File: src/rtl/time_counter_bank_if.sv
// Control and observation bundle for time_counter_bank: per-field up/down steps in,
// registered binary counts, BCD views and wrap-up indications out.
interface time_counter_bank_if;
    logic        i_ms_up;
    logic        i_ms_down;
    logic        i_sec_up;
    logic        i_sec_down;
    logic        i_min_up;
    logic        i_min_down;
    logic        i_hr_up;
    logic        i_hr_down;

    logic [9:0]  o_ms;
    logic [5:0]  o_sec;
    logic [5:0]  o_min;
    logic [4:0]  o_hr;

    logic [11:0] o_ms_bcd;
    logic [7:0]  o_sec_bcd;
    logic [7:0]  o_min_bcd;
    logic [7:0]  o_hr_bcd;

    logic        o_ms_carryup;
    logic        o_sec_carryup;
    logic        o_min_carryup;
    logic        o_hr_carryup;

    modport master (
        output i_ms_up, i_ms_down, i_sec_up, i_sec_down,
        output i_min_up, i_min_down, i_hr_up, i_hr_down,
        input  o_ms, o_sec, o_min, o_hr,
        input  o_ms_bcd, o_sec_bcd, o_min_bcd, o_hr_bcd,
        input  o_ms_carryup, o_sec_carryup, o_min_carryup, o_hr_carryup
    );

    modport slave (
        input  i_ms_up, i_ms_down, i_sec_up, i_sec_down,
        input  i_min_up, i_min_down, i_hr_up, i_hr_down,
        output o_ms, o_sec, o_min, o_hr,
        output o_ms_bcd, o_sec_bcd, o_min_bcd, o_hr_bcd,
        output o_ms_carryup, o_sec_carryup, o_min_carryup, o_hr_carryup
    );
endinterface

File: src/rtl/time_counter_bank.sv
// Four independent wrap-around counters (ms/sec/min/hr) with up/down/clear control,
// combinational wrap-up flags for external cascading, and BCD views of each count.
module time_counter_bank #(
    parameter int P_MS_MAX  = 999,
    parameter int P_SEC_MAX = 59,
    parameter int P_MIN_MAX = 59,
    parameter int P_HR_MAX  = 23
) (
    input  logic                 i_clk,
    input  logic                 i_rst,
    time_counter_bank_if.slave   io_bus
);

    localparam logic [9:0] MS_MAX  = 10'(P_MS_MAX);
    localparam logic [5:0] SEC_MAX = 6'(P_SEC_MAX);
    localparam logic [5:0] MIN_MAX = 6'(P_MIN_MAX);
    localparam logic [4:0] HR_MAX  = 5'(P_HR_MAX);

    logic [9:0] r_ms;
    logic [5:0] r_sec;
    logic [5:0] r_min;
    logic [4:0] r_hr;

    function automatic logic [7:0] f_bcd2(input logic [5:0] v);
        return {4'(v / 6'd10), 4'(v % 6'd10)};
    endfunction

    function automatic logic [11:0] f_bcd3(input logic [9:0] v);
        return {4'(v / 10'd100), 4'((v / 10'd10) % 10'd10), 4'(v % 10'd10)};
    endfunction

    // Wrap tests use >= so a corrupted count above the terminal still returns to 0.
    always_ff @(posedge i_clk) begin
        if (i_rst) begin
            r_ms <= '0;
        end else if (io_bus.i_ms_up && io_bus.i_ms_down) begin
            r_ms <= '0;
        end else if (io_bus.i_ms_up) begin
            r_ms <= (r_ms >= MS_MAX) ? 10'd0 : r_ms + 10'd1;
        end else if (io_bus.i_ms_down) begin
            r_ms <= (r_ms == 10'd0 || r_ms > MS_MAX) ? MS_MAX : r_ms - 10'd1;
        end
    end

    always_ff @(posedge i_clk) begin
        if (i_rst) begin
            r_sec <= '0;
        end else if (io_bus.i_sec_up && io_bus.i_sec_down) begin
            r_sec <= '0;
        end else if (io_bus.i_sec_up) begin
            r_sec <= (r_sec >= SEC_MAX) ? 6'd0 : r_sec + 6'd1;
        end else if (io_bus.i_sec_down) begin
            r_sec <= (r_sec == 6'd0 || r_sec > SEC_MAX) ? SEC_MAX : r_sec - 6'd1;
        end
    end

    always_ff @(posedge i_clk) begin
        if (i_rst) begin
            r_min <= '0;
        end else if (io_bus.i_min_up && io_bus.i_min_down) begin
            r_min <= '0;
        end else if (io_bus.i_min_up) begin
            r_min <= (r_min >= MIN_MAX) ? 6'd0 : r_min + 6'd1;
        end else if (io_bus.i_min_down) begin
            r_min <= (r_min == 6'd0 || r_min > MIN_MAX) ? MIN_MAX : r_min - 6'd1;
        end
    end

    always_ff @(posedge i_clk) begin
        if (i_rst) begin
            r_hr <= '0;
        end else if (io_bus.i_hr_up && io_bus.i_hr_down) begin
            r_hr <= '0;
        end else if (io_bus.i_hr_up) begin
            r_hr <= (r_hr >= HR_MAX) ? 5'd0 : r_hr + 5'd1;
        end else if (io_bus.i_hr_down) begin
            r_hr <= (r_hr == 5'd0 || r_hr > HR_MAX) ? HR_MAX : r_hr - 5'd1;
        end
    end

    assign io_bus.o_ms  = r_ms;
    assign io_bus.o_sec = r_sec;
    assign io_bus.o_min = r_min;
    assign io_bus.o_hr  = r_hr;

    // Carry depends only on this field's own controls, so an external chain never loops.
    assign io_bus.o_ms_carryup  = ~i_rst & io_bus.i_ms_up  & ~io_bus.i_ms_down  & (r_ms  == MS_MAX);
    assign io_bus.o_sec_carryup = ~i_rst & io_bus.i_sec_up & ~io_bus.i_sec_down & (r_sec == SEC_MAX);
    assign io_bus.o_min_carryup = ~i_rst & io_bus.i_min_up & ~io_bus.i_min_down & (r_min == MIN_MAX);
    assign io_bus.o_hr_carryup  = ~i_rst & io_bus.i_hr_up  & ~io_bus.i_hr_down  & (r_hr  == HR_MAX);

    assign io_bus.o_ms_bcd  = f_bcd3(r_ms);
    assign io_bus.o_sec_bcd = f_bcd2(r_sec);
    assign io_bus.o_min_bcd = f_bcd2(r_min);
    assign io_bus.o_hr_bcd  = f_bcd2({1'b0, r_hr});

endmodule

File: src/flat_wrapper.sv
// flat-port wrapper written by rule: the top's interface ports become plain ports
module time_counter_bank_flat 
#(
    parameter int P_MS_MAX  = 999,
    parameter int P_SEC_MAX = 59,
    parameter int P_MIN_MAX = 59,
    parameter int P_HR_MAX  = 23
)
  (i_clk, i_rst, io_bus_i_ms_up, io_bus_i_ms_down, io_bus_i_sec_up, io_bus_i_sec_down, io_bus_i_min_up, io_bus_i_min_down, io_bus_i_hr_up, io_bus_i_hr_down, io_bus_o_ms, io_bus_o_sec, io_bus_o_min, io_bus_o_hr, io_bus_o_ms_bcd, io_bus_o_sec_bcd, io_bus_o_min_bcd, io_bus_o_hr_bcd, io_bus_o_ms_carryup, io_bus_o_sec_carryup, io_bus_o_min_carryup, io_bus_o_hr_carryup);
  time_counter_bank_if io_bus_i ();
  input  logic i_clk;
  input  logic i_rst;
  input wire logic [$bits(io_bus_i.i_ms_up)-1:0] io_bus_i_ms_up;
  input wire logic [$bits(io_bus_i.i_ms_down)-1:0] io_bus_i_ms_down;
  input wire logic [$bits(io_bus_i.i_sec_up)-1:0] io_bus_i_sec_up;
  input wire logic [$bits(io_bus_i.i_sec_down)-1:0] io_bus_i_sec_down;
  input wire logic [$bits(io_bus_i.i_min_up)-1:0] io_bus_i_min_up;
  input wire logic [$bits(io_bus_i.i_min_down)-1:0] io_bus_i_min_down;
  input wire logic [$bits(io_bus_i.i_hr_up)-1:0] io_bus_i_hr_up;
  input wire logic [$bits(io_bus_i.i_hr_down)-1:0] io_bus_i_hr_down;
  output wire logic [$bits(io_bus_i.o_ms)-1:0] io_bus_o_ms;
  output wire logic [$bits(io_bus_i.o_sec)-1:0] io_bus_o_sec;
  output wire logic [$bits(io_bus_i.o_min)-1:0] io_bus_o_min;
  output wire logic [$bits(io_bus_i.o_hr)-1:0] io_bus_o_hr;
  output wire logic [$bits(io_bus_i.o_ms_bcd)-1:0] io_bus_o_ms_bcd;
  output wire logic [$bits(io_bus_i.o_sec_bcd)-1:0] io_bus_o_sec_bcd;
  output wire logic [$bits(io_bus_i.o_min_bcd)-1:0] io_bus_o_min_bcd;
  output wire logic [$bits(io_bus_i.o_hr_bcd)-1:0] io_bus_o_hr_bcd;
  output wire logic [$bits(io_bus_i.o_ms_carryup)-1:0] io_bus_o_ms_carryup;
  output wire logic [$bits(io_bus_i.o_sec_carryup)-1:0] io_bus_o_sec_carryup;
  output wire logic [$bits(io_bus_i.o_min_carryup)-1:0] io_bus_o_min_carryup;
  output wire logic [$bits(io_bus_i.o_hr_carryup)-1:0] io_bus_o_hr_carryup;
  assign io_bus_i.i_ms_up = io_bus_i_ms_up;
  assign io_bus_i.i_ms_down = io_bus_i_ms_down;
  assign io_bus_i.i_sec_up = io_bus_i_sec_up;
  assign io_bus_i.i_sec_down = io_bus_i_sec_down;
  assign io_bus_i.i_min_up = io_bus_i_min_up;
  assign io_bus_i.i_min_down = io_bus_i_min_down;
  assign io_bus_i.i_hr_up = io_bus_i_hr_up;
  assign io_bus_i.i_hr_down = io_bus_i_hr_down;
  assign io_bus_o_ms = io_bus_i.o_ms;
  assign io_bus_o_sec = io_bus_i.o_sec;
  assign io_bus_o_min = io_bus_i.o_min;
  assign io_bus_o_hr = io_bus_i.o_hr;
  assign io_bus_o_ms_bcd = io_bus_i.o_ms_bcd;
  assign io_bus_o_sec_bcd = io_bus_i.o_sec_bcd;
  assign io_bus_o_min_bcd = io_bus_i.o_min_bcd;
  assign io_bus_o_hr_bcd = io_bus_i.o_hr_bcd;
  assign io_bus_o_ms_carryup = io_bus_i.o_ms_carryup;
  assign io_bus_o_sec_carryup = io_bus_i.o_sec_carryup;
  assign io_bus_o_min_carryup = io_bus_i.o_min_carryup;
  assign io_bus_o_hr_carryup = io_bus_i.o_hr_carryup;
  time_counter_bank #(.P_MS_MAX(P_MS_MAX), .P_SEC_MAX(P_SEC_MAX), .P_MIN_MAX(P_MIN_MAX), .P_HR_MAX(P_HR_MAX)) u_core (.i_clk(i_clk), .i_rst(i_rst), .io_bus(io_bus_i));
endmodule
File: config.mk
export PLATFORM = sky130hd
export DESIGN_NAME = time_counter_bank_flat
export DESIGN_NICKNAME = d
export VERILOG_FILES = /design/src/rtl/time_counter_bank_if.sv /design/src/rtl/time_counter_bank.sv /design/src/flat_wrapper.sv
export SDC_FILE = /design/constraint.sdc
export NUM_CORES = 1
export LEC_CHECK = 0
export ABC_CLOCK_PERIOD_IN_PS = 10600
export CAP_MARGIN = 0
export CORE_ASPECT_RATIO = 0.9
export CORE_MARGIN = 4
export CORE_UTILIZATION = 61
export CTS_CLUSTER_SIZE = 24
export DETAILED_ROUTE_END_ITERATION = 8
export PLACE_DENSITY = 0.95
export SLEW_MARGIN = 10
export SYNTH_ARGS = -nofsm -noshare
export SYNTH_HDL_FRONTEND = slang
export SYNTH_SLANG_ARGS = --single-unit
File: constraint.sdc
create_clock -name i_clk -period 10.6 [get_ports i_clk]
set_input_delay 1.59 -clock i_clk [delete_from_list [all_inputs] [get_ports i_clk]]
set_output_delay 1.59 -clock i_clk [all_outputs]
set_load 0.02 [all_outputs]
== Yosys cells after proc, flatten, opt, wreduce, memory -nomap -nowiden ==
Cells that the tools add are included.
W data, S select, Z words.

* Output and inout bits: 67
* Logic and storage cells: 87
* Bits in registers: 27
* Bits of input ports: 10

* Multiplexer cells: 16
* Divide/modulo/power cells: 10
* Equality and inequality tests: 4
* Reduce and logical (&&, ||, !) cells: 20
* Add/sub/neg operators: 8
* Bitwise logic cells: 17
* Magnitude comparators: 8

{| class="wikitable"
|+ Operator list
! cell !! count
|-
| $mux W6 || 8
|-
| $mux W10 || 4
|-
| $mod A10 B4 Y10 const B || 2
|-
| $mux W5 || 4
|-
| $add A6 B1 Y6 const B || 2
|-
| $and A1 B1 Y1 || 12
|-
| $div A6 B4 Y6 const B || 2
|-
| $eq A6 B6 Y1 const B || 2
|-
| $ge A6 B6 Y1 const B || 2
|-
| $gt A6 B6 Y1 const B || 2
|-
| $logic_not A6 Y1 || 2
|-
| $mod A6 B4 Y6 const B || 2
|-
| $sub A6 B1 Y6 const B || 2
|-
| $add A10 B1 Y10 const B || 1
|-
| $div A10 B4 Y10 const B || 1
|-
| $div A10 B7 Y10 const B || 1
|-
| $eq A10 B10 Y1 const B || 1
|-
| $ge A10 B10 Y1 const B || 1
|-
| $gt A10 B10 Y1 const B || 1
|-
| $logic_not A10 Y1 || 1
|-
| $sub A10 B1 Y10 const B || 1
|-
| $reduce_bool A2 Y1 || 4
|-
| $reduce_or A2 Y1 || 4
|-
| $div A5 B4 Y6 const B || 1
|-
| other kinds (10) || 20
|}

== Depth between registers and ports, before layout ==
Gate-level depths: netlist (run 1).

* Depth in word-level cells: 5
* Gate-level depth with buffers: 25
* Gate-level depth less buffers: 24

== Worst setup path after synthesis (run 1) ==
OpenSTA, ideal clock, no wires.

* Kind: register to output
* From: register u_core.r_ms[6], in the netlist u_core.io_bus.o_ms[6]
* To: output io_bus_o_ms_bcd[5]
* Required time: 9.010 ns
* Buffers on the path: 2
* Slack: 4.229 ns
* Stages on the path, launching flop included: 21
* Arrival time: 4.781 ns
* Cells stage by stage: dfxtp_1 -> buf_2 -> nor4b_1 -> a31oi_1 -> o221ai_2 -> buf_2 -> a211oi_1 -> o311ai_1 -> and4_4 -> o31ai_4 -> xnor2_1 -> ha_1 -> nand2_1 -> o21ai_0 -> a31oi_1 -> nand3_2 -> mux2i_4 -> nor3_2 -> mux2_2 -> a2111o_1 -> mux2_1

* Longest elaborated chain between the ends: 2

{| class="wikitable"
|+ RTL lines
! item !! line !! source
|-
| from (decl) || time_counter_bank.sv:19 || <nowiki>logic [9:0] r_ms;</nowiki>
|-
| from (signal assigned) || time_counter_bank.sv:39 || <nowiki>r_ms <= (r_ms >= MS_MAX) ? 10'd0 : r_ms + 10'd1;</nowiki>
|-
| from (signal assigned) || time_counter_bank.sv:41 || <nowiki>r_ms <= (r_ms == 10'd0 || r_ms > MS_MAX) ? MS_MAX : r_ms - 10'd1;</nowiki>
|-
| $div A10 B4 Y10 || time_counter_bank.sv:29 || <nowiki>return {4'(v / 10'd100), 4'((v / 10'd10) % 10'd10), 4'(v % 10'd10)};</nowiki>
|-
| $mod A10 B4 Y10 || time_counter_bank.sv:29 ||
|-
| to (decl) || flat_wrapper.sv:25 || <nowiki>output wire logic [$bits(io_bus_i.o_ms_bcd)-1:0] io_bus_o_ms_bcd;</nowiki>
|}

Every way passes these cells.

== Final worst setup path (run 1) ==
* From: register u_core.r_ms[4], in the netlist u_core.io_bus.o_ms[4]
* To: output io_bus_o_ms_bcd[5]

Same word-level chain as after synthesis.

==> metrics.txt, run 1 <==
number of port buffers 72; Int Pwr 0.417 mW; Netlist Area Pre-Place 4920 sq um; post-CTS setup buffer count 0; WS Path Type reg2out; final WL 14.3 mm; Final min period 8440 ps; simple-gate portion of the synthesized area 29.5%; WL per Instance 16.8 microns; P&R area growth vs syn 13.5%; drt pass-1 iters 5; Peak VDD IR 0.0941 mV; final total power 0.850 mW; Resized cells post-CTS 0; Max Transition Viols Final 0; grt met2 use 49.0%; fill count 569; most crowded layer after global routing met2; synthesis warning total 0; clk buf depth 2; Setup-failing EPs final 0; chip width 103 microns; Primary FF master, synth dfxtp_1; multiplexer share of the synthesized area 2.80%; DRC Markers 0; initial drt markers 652; Routed Antenna Nets 0; GRT overflow 0; number of max-cap violations 0; largest family of logic cells by synthesized area compound AO/OA/AOI/OAI gates; GR Util met3 3.28%; global-route wire length before repair 24.0 mm; #FFs+latches synth 27; Max Fclk 119 MHz; library cells used by synthesis 94; crit start category flop; final hold violation count 0; Clk pwr share 7.1%; share of layout cells above drive strength 1 6.73%; sequential share of the synthesized area 11.0%; TritonCTS clock tree built; Max transition margin 27.5%; Initial Util 63.9%; Root Buffer clkbuf_8; Worst Path Max Fanout 32; final cycle utilization of the critical path 79.6%; Die ar. 9570 sq um; Mapped Cells 728; sequential power share 17.6%; number of I/O pins 77; P_sw 0.433 mW; Worst-Margin Slew 1090 ps; compound-cell area share of the yosys netlist 34.6%; largest net degree at the start of global routing 33; Post-Synth XOR/XNOR Area 5.85%; Final TNS setup 0 ps; power density cells 152 nW/um^2; Net count, final 799; met1 Use GR 39.4%; Combinational Power Share 75.3%; routability cong. 0.953; HP Class reg2reg; Final HPWL DP 10.5 mm; outcome completed; worst clock skew 3.86 ps; Synth Area in Adders 7.83%; Overall Global Routing Usage 29.4%; CTS H-Tree Depth 1; Clock Latency Late Sink 280 ps; CORE AREA 7690 sq um; async set-reset flop share out of synthesis 0%; number of clock sinks 27; CTS Buf Count 3; antenna cell count 0; via count 5800; Vias/cell 6.79; Leak Pwr 2.09 nW; initial antenna violation count 0; Crit. End Element primary output; vias in the first global route 5326; Reg area 541 sq um; required time worst endpoint 9010 ps; Mean Syn Cell Area 6.76 sq um; Die Ht 93.2 microns; Net Sw Frac 50.9%; WP data arrival 6850 ps; unrepaired setup endpoints after global routing no; multi-input logic area 3980 sq um; Site Rows 30; CTS hold repair buffers 0; CTS clk-pin slew, worst paths 100 ps; EDFF count, synth 0
[metal layers]
layer | vias up | wire [microns]
li1 | 2722 | -
met1 | 2655 | 5820
met2 | 377 | 6940
met3 | 46 | 1290
met4 | 0 | 305
met5 | - | 0
[logic make-up after synthesis]
kind of cell / after synthesis
other cells: 1
simple gates: 287
fa+ha+maj: 31
compound gates: 243
xor+xnor: 32
buf+inv: 95
mux: 12
flops: 27
[cells in the mapped netlist (10+ instances only)]
| master | number | area share (%) |
|---|---|---|
| inv_1 | 38 | 2.9 |
| a21oi_1 | 60 | 6.1 |
| nand3_1 | 17 | 1.7 |
| o21ai_0 | 60 | 6.1 |
| xnor2_1 | 25 | 4.5 |
| nand2b_1 | 12 | 1.5 |
| a31oi_1 | 17 | 2.2 |
| nor2_1 | 84 | 6.4 |
| buf_4 | 10 | 1.5 |
| clkbuf_1 | 28 | 2.1 |
| ha_1 | 30 | 7.6 |
| dfxtp_1 | 27 | 11 |
| nand2_1 | 69 | 5.3 |
| nor3_1 | 28 | 2.8 |
[worst paths after layout]
kind,from,end,slack (ps),cells past startpoint
max,u_core.io_bus.o_ms[4]$_SDFFE_PP0P_,io_bus_o_ms_bcd[5],2160,19
min,u_core.io_bus.o_ms[0]$_SDFFE_PP0P_,u_core.io_bus.o_ms[0]$_SDFFE_PP0P_,610,1
max reg2reg,u_core.io_bus.o_ms[2]$_SDFFE_PP0P_,u_core.io_bus.o_ms[9]$_SDFFE_PP0P_,7380,9
min reg2reg,u_core.io_bus.o_ms[0]$_SDFFE_PP0P_,u_core.io_bus.o_ms[0]$_SDFFE_PP0P_,610,1
[registers in the layout, summed over array words and instances, names as in the netlist]
register / count
u_core.io_bus.o_ms: 10
u_core.io_bus.o_min: 6
u_core.io_bus.o_sec: 6
u_core.io_bus.o_hr: 5
[cell usage in the layout (no fill, tap or decap), types with 17 or more instances in the layout]
master,n
dfxtp_1,27
a21oi_1,60
o21ai_0,60
nand3_1,17
xnor2_1,25
nand2_1,69
nor2_1,84
inv_1,38
a31oi_1,17
nor3_1,28
ha_1,30
clkdlybuf4s50_1,72
[worst max-delay path: stages, from the launching register on]
cell and delay, ps:
dfxtp_1 1050, clkinv_1 570, a211oi_2 470, o31ai_4 130, a21oi_2 320, o21bai_1 180, o41ai_4 440, o31ai_4 110
xnor2_1 160, ha_1 260, nand2_1 80, o21ai_0 100, a31oi_1 310, nand3_2 190, mux2i_4 250, nor3_2 330
mux2_2 410, a2111o_1 360, mux2_1 290, clkdlybuf4s50_1 550
[power groups by stage]
stage	registers (mW)	clock network (mW)	logic [mW]
after floorplan	0.136	0	0.456
after global placement	0.149	0	0.603
after detailed placement	0.150	0	0.628
after CTS	0.148	0.0607	0.631
after global routing	0.152	0.0666	0.692
final	0.150	0.0604	0.639
[through the flow]
step                cell area [sq um]  setup slack [ps]  hold slack (ps)  cells  util [%]
floorplan                        4930              4230              575    731         -
global placement                 5540              2880              573    850      72.0
detailed placement               5540              2640              571    850      72.0
CTS                              5590              2330              608    854      72.6
global route                     5590              1840              646    854      72.6
finish                           5590              2160              606    854      72.6
[layout make-up]
class / instances / share of cell area (%)
Sequential cell: 27 / 9.68
Tap cell: 96 / 2.15
Timing Repair Buffer: 74 / 13.2
Multi-Input combinational cell: 609 / 71.2
Inverter: 44 / 2.96
Clock buffer: 4 / 0.806
No activity file was read; power rests on OpenSTA's default activity.
==> run 2, diff against run 1 <==
ABC_CLOCK_PERIOD_IN_PS = 8800   (was 10600)
CORE_UTILIZATION = 56   (was 61)
PLACE_DENSITY = 0.9   (was 0.95)
clock period = 8.8 ns   (was 10.6 ns; I/O delays follow)
==> run 2 against run 1 <==
Against the previous run:
- die area rose by 8.2%
- largest power group unchanged
- combinational power rose by 22%
- wire length rose by 1.1%
- largest cell class unchanged
- cell area rose by 0.92%
==> metrics.txt, run 2 (same netlist as run 1, synthesis figures left out) <==
outcome completed; Net count, final 802; CTS clk-pin slew, worst paths 90 ps; global-route wire length before repair 24.2 mm; power density cells 182 nW/um^2; Leak Pwr 2.10 nW; Root Buffer clkbuf_8; Die Ht 96.9 microns; CTS hold repair buffers 0; number of port buffers 72; Initial Util 57.4%; WS Path Type reg2out; HP Class reg2reg; slowest stage delay, CP 890 ps; DRC Markers 0; Overall Global Routing Usage 26.5%; chip width 107 microns; Vias/cell 6.57; Worst Path Max Fanout 28; initial antenna violation count 0; Buf+Inv Stages, Crit Path 1; max reg flops 10; worst clock skew 7.09 ps; Max Transition Viols Final 0; WP data arrival 6390 ps; Resized cells post-CTS 0; TritonCTS clock tree built; Finished Layout Cells 880; pre-CTS worst setup slack 1540 ps; Crit. End Element primary output; Routed Antenna Nets 0; Worst-Margin Slew 859 ps; P&R area growth vs syn 14.6%; clk buf depth 2; routability cong. 0.967; number of I/O pins 77; initial drt markers 558; design area 5640 sq um; required time worst endpoint 7480 ps; vias in the first global route 5106; final hold violation count 0; placed insts 876; Final min period 7710 ps; number of max-cap violations 0; fill count 739; final cycle utilization of the critical path 87.6%; number of clock sinks 27; antenna cell count 0; Setup-failing EPs final 0; largest net degree at the start of global routing 32; crit start category flop; unrepaired setup endpoints after global routing no; setup slack after layout 1090 ps; Max transition margin 42.7%; share of layout cells above drive strength 1 7.10%; CP max-delay cell dfxtp_1; Die ar. 10400 sq um; WL per Instance 16.5 microns; Clock Latency Late Sink 270 ps; CTS H-Tree Depth 1; Max Fclk 130 MHz; Largest delay share family, worst path compound AO/OA/AOI/OAI gates; Post-Place Cell Area 5590 sq um; CTS Buf Count 3; Final TNS setup 0 ps; GRT overflow 0; crit path cell chain nor3b_2, a22o_1, o31a_4, nor4_2, o311ai_1, and4_4, o31ai_4, xnor2_1, ha_1, nand2_1, o21ai_0, a31oi_1, nand3_2, mux2i_4, nor3_2, mux2_2, a2111o_1, mux2_1, clkdlybuf4s50_1; Final HPWL DP 10.9 mm; Site Rows 32; Peak VDD IR 0.0950 mV; final WL 14.5 mm; most frequent cells in the layout nor2_1, clkdlybuf4s50_1, nand2_1; via count 5781; post-CTS setup buffer count 0; drt pass-1 iters 5; commonest non-fill, non-tap cell in the layout nor2_1; CORE AREA 8570 sq um
==> run 2: final timing paths <==
check | cells past startpoint | start | end | slack [ps]
setup / recovery | 19 | u_core.io_bus.o_ms[7]$_SDFFE_PP0P_ | io_bus_o_ms_bcd[5] | 1090
hold / removal | 1 | u_core.io_bus.o_ms[0]$_SDFFE_PP0P_ | u_core.io_bus.o_ms[0]$_SDFFE_PP0P_ | 570
setup reg to reg | 9 | u_core.io_bus.o_ms[2]$_SDFFE_PP0P_ | u_core.io_bus.o_ms[9]$_SDFFE_PP0P_ | 5620
hold reg to reg | 1 | u_core.io_bus.o_ms[0]$_SDFFE_PP0P_ | u_core.io_bus.o_ms[0]$_SDFFE_PP0P_ | 570
==> run 2: final cells by class <==
cell class	instances	area, sq um	share of cell area, %
timing repair buffer	77	758	13.5
tap	119	149	2.64
sequential	27	541	9.59
inverter	44	165	2.93
multi-input combinational	609	3980	70.6
clock buffer	4	45.0	0.799
==> run 2: layer usage <==
metal	vias up	global-route usage [%]	routed length, microns
li1	2722	-	-
met3	44	2.80	1240
met5	-	0	0
met2	336	45.4	6930
met1	2679	35.8	6060
met4	0	5.70	283
==> run 2: stage by stage <==
| step | utilization [%] | hold WS [ps] | power [mW] |
|---|---|---|---|
| floorplan | - | 575 | 0.713 |
| global placement | 65.3 | 530 | 0.915 |
| detailed placement | 65.3 | 537 | 0.942 |
| CTS | 65.8 | 569 | 1.01 |
| global route | 65.8 | 597 | 1.10 |
| finish | 65.8 | 567 | 1.02 |
==> run 2: power breakdown <==
part / switching, mW / internal (mW) / leakage [nW]
clock network: 0.0369 / 0.0324 / 0.0228
registers: 0.0404 / 0.134 / 0.222
logic: 0.443 / 0.337 / 1.86
total: 0.521 / 0.503 / 2.10
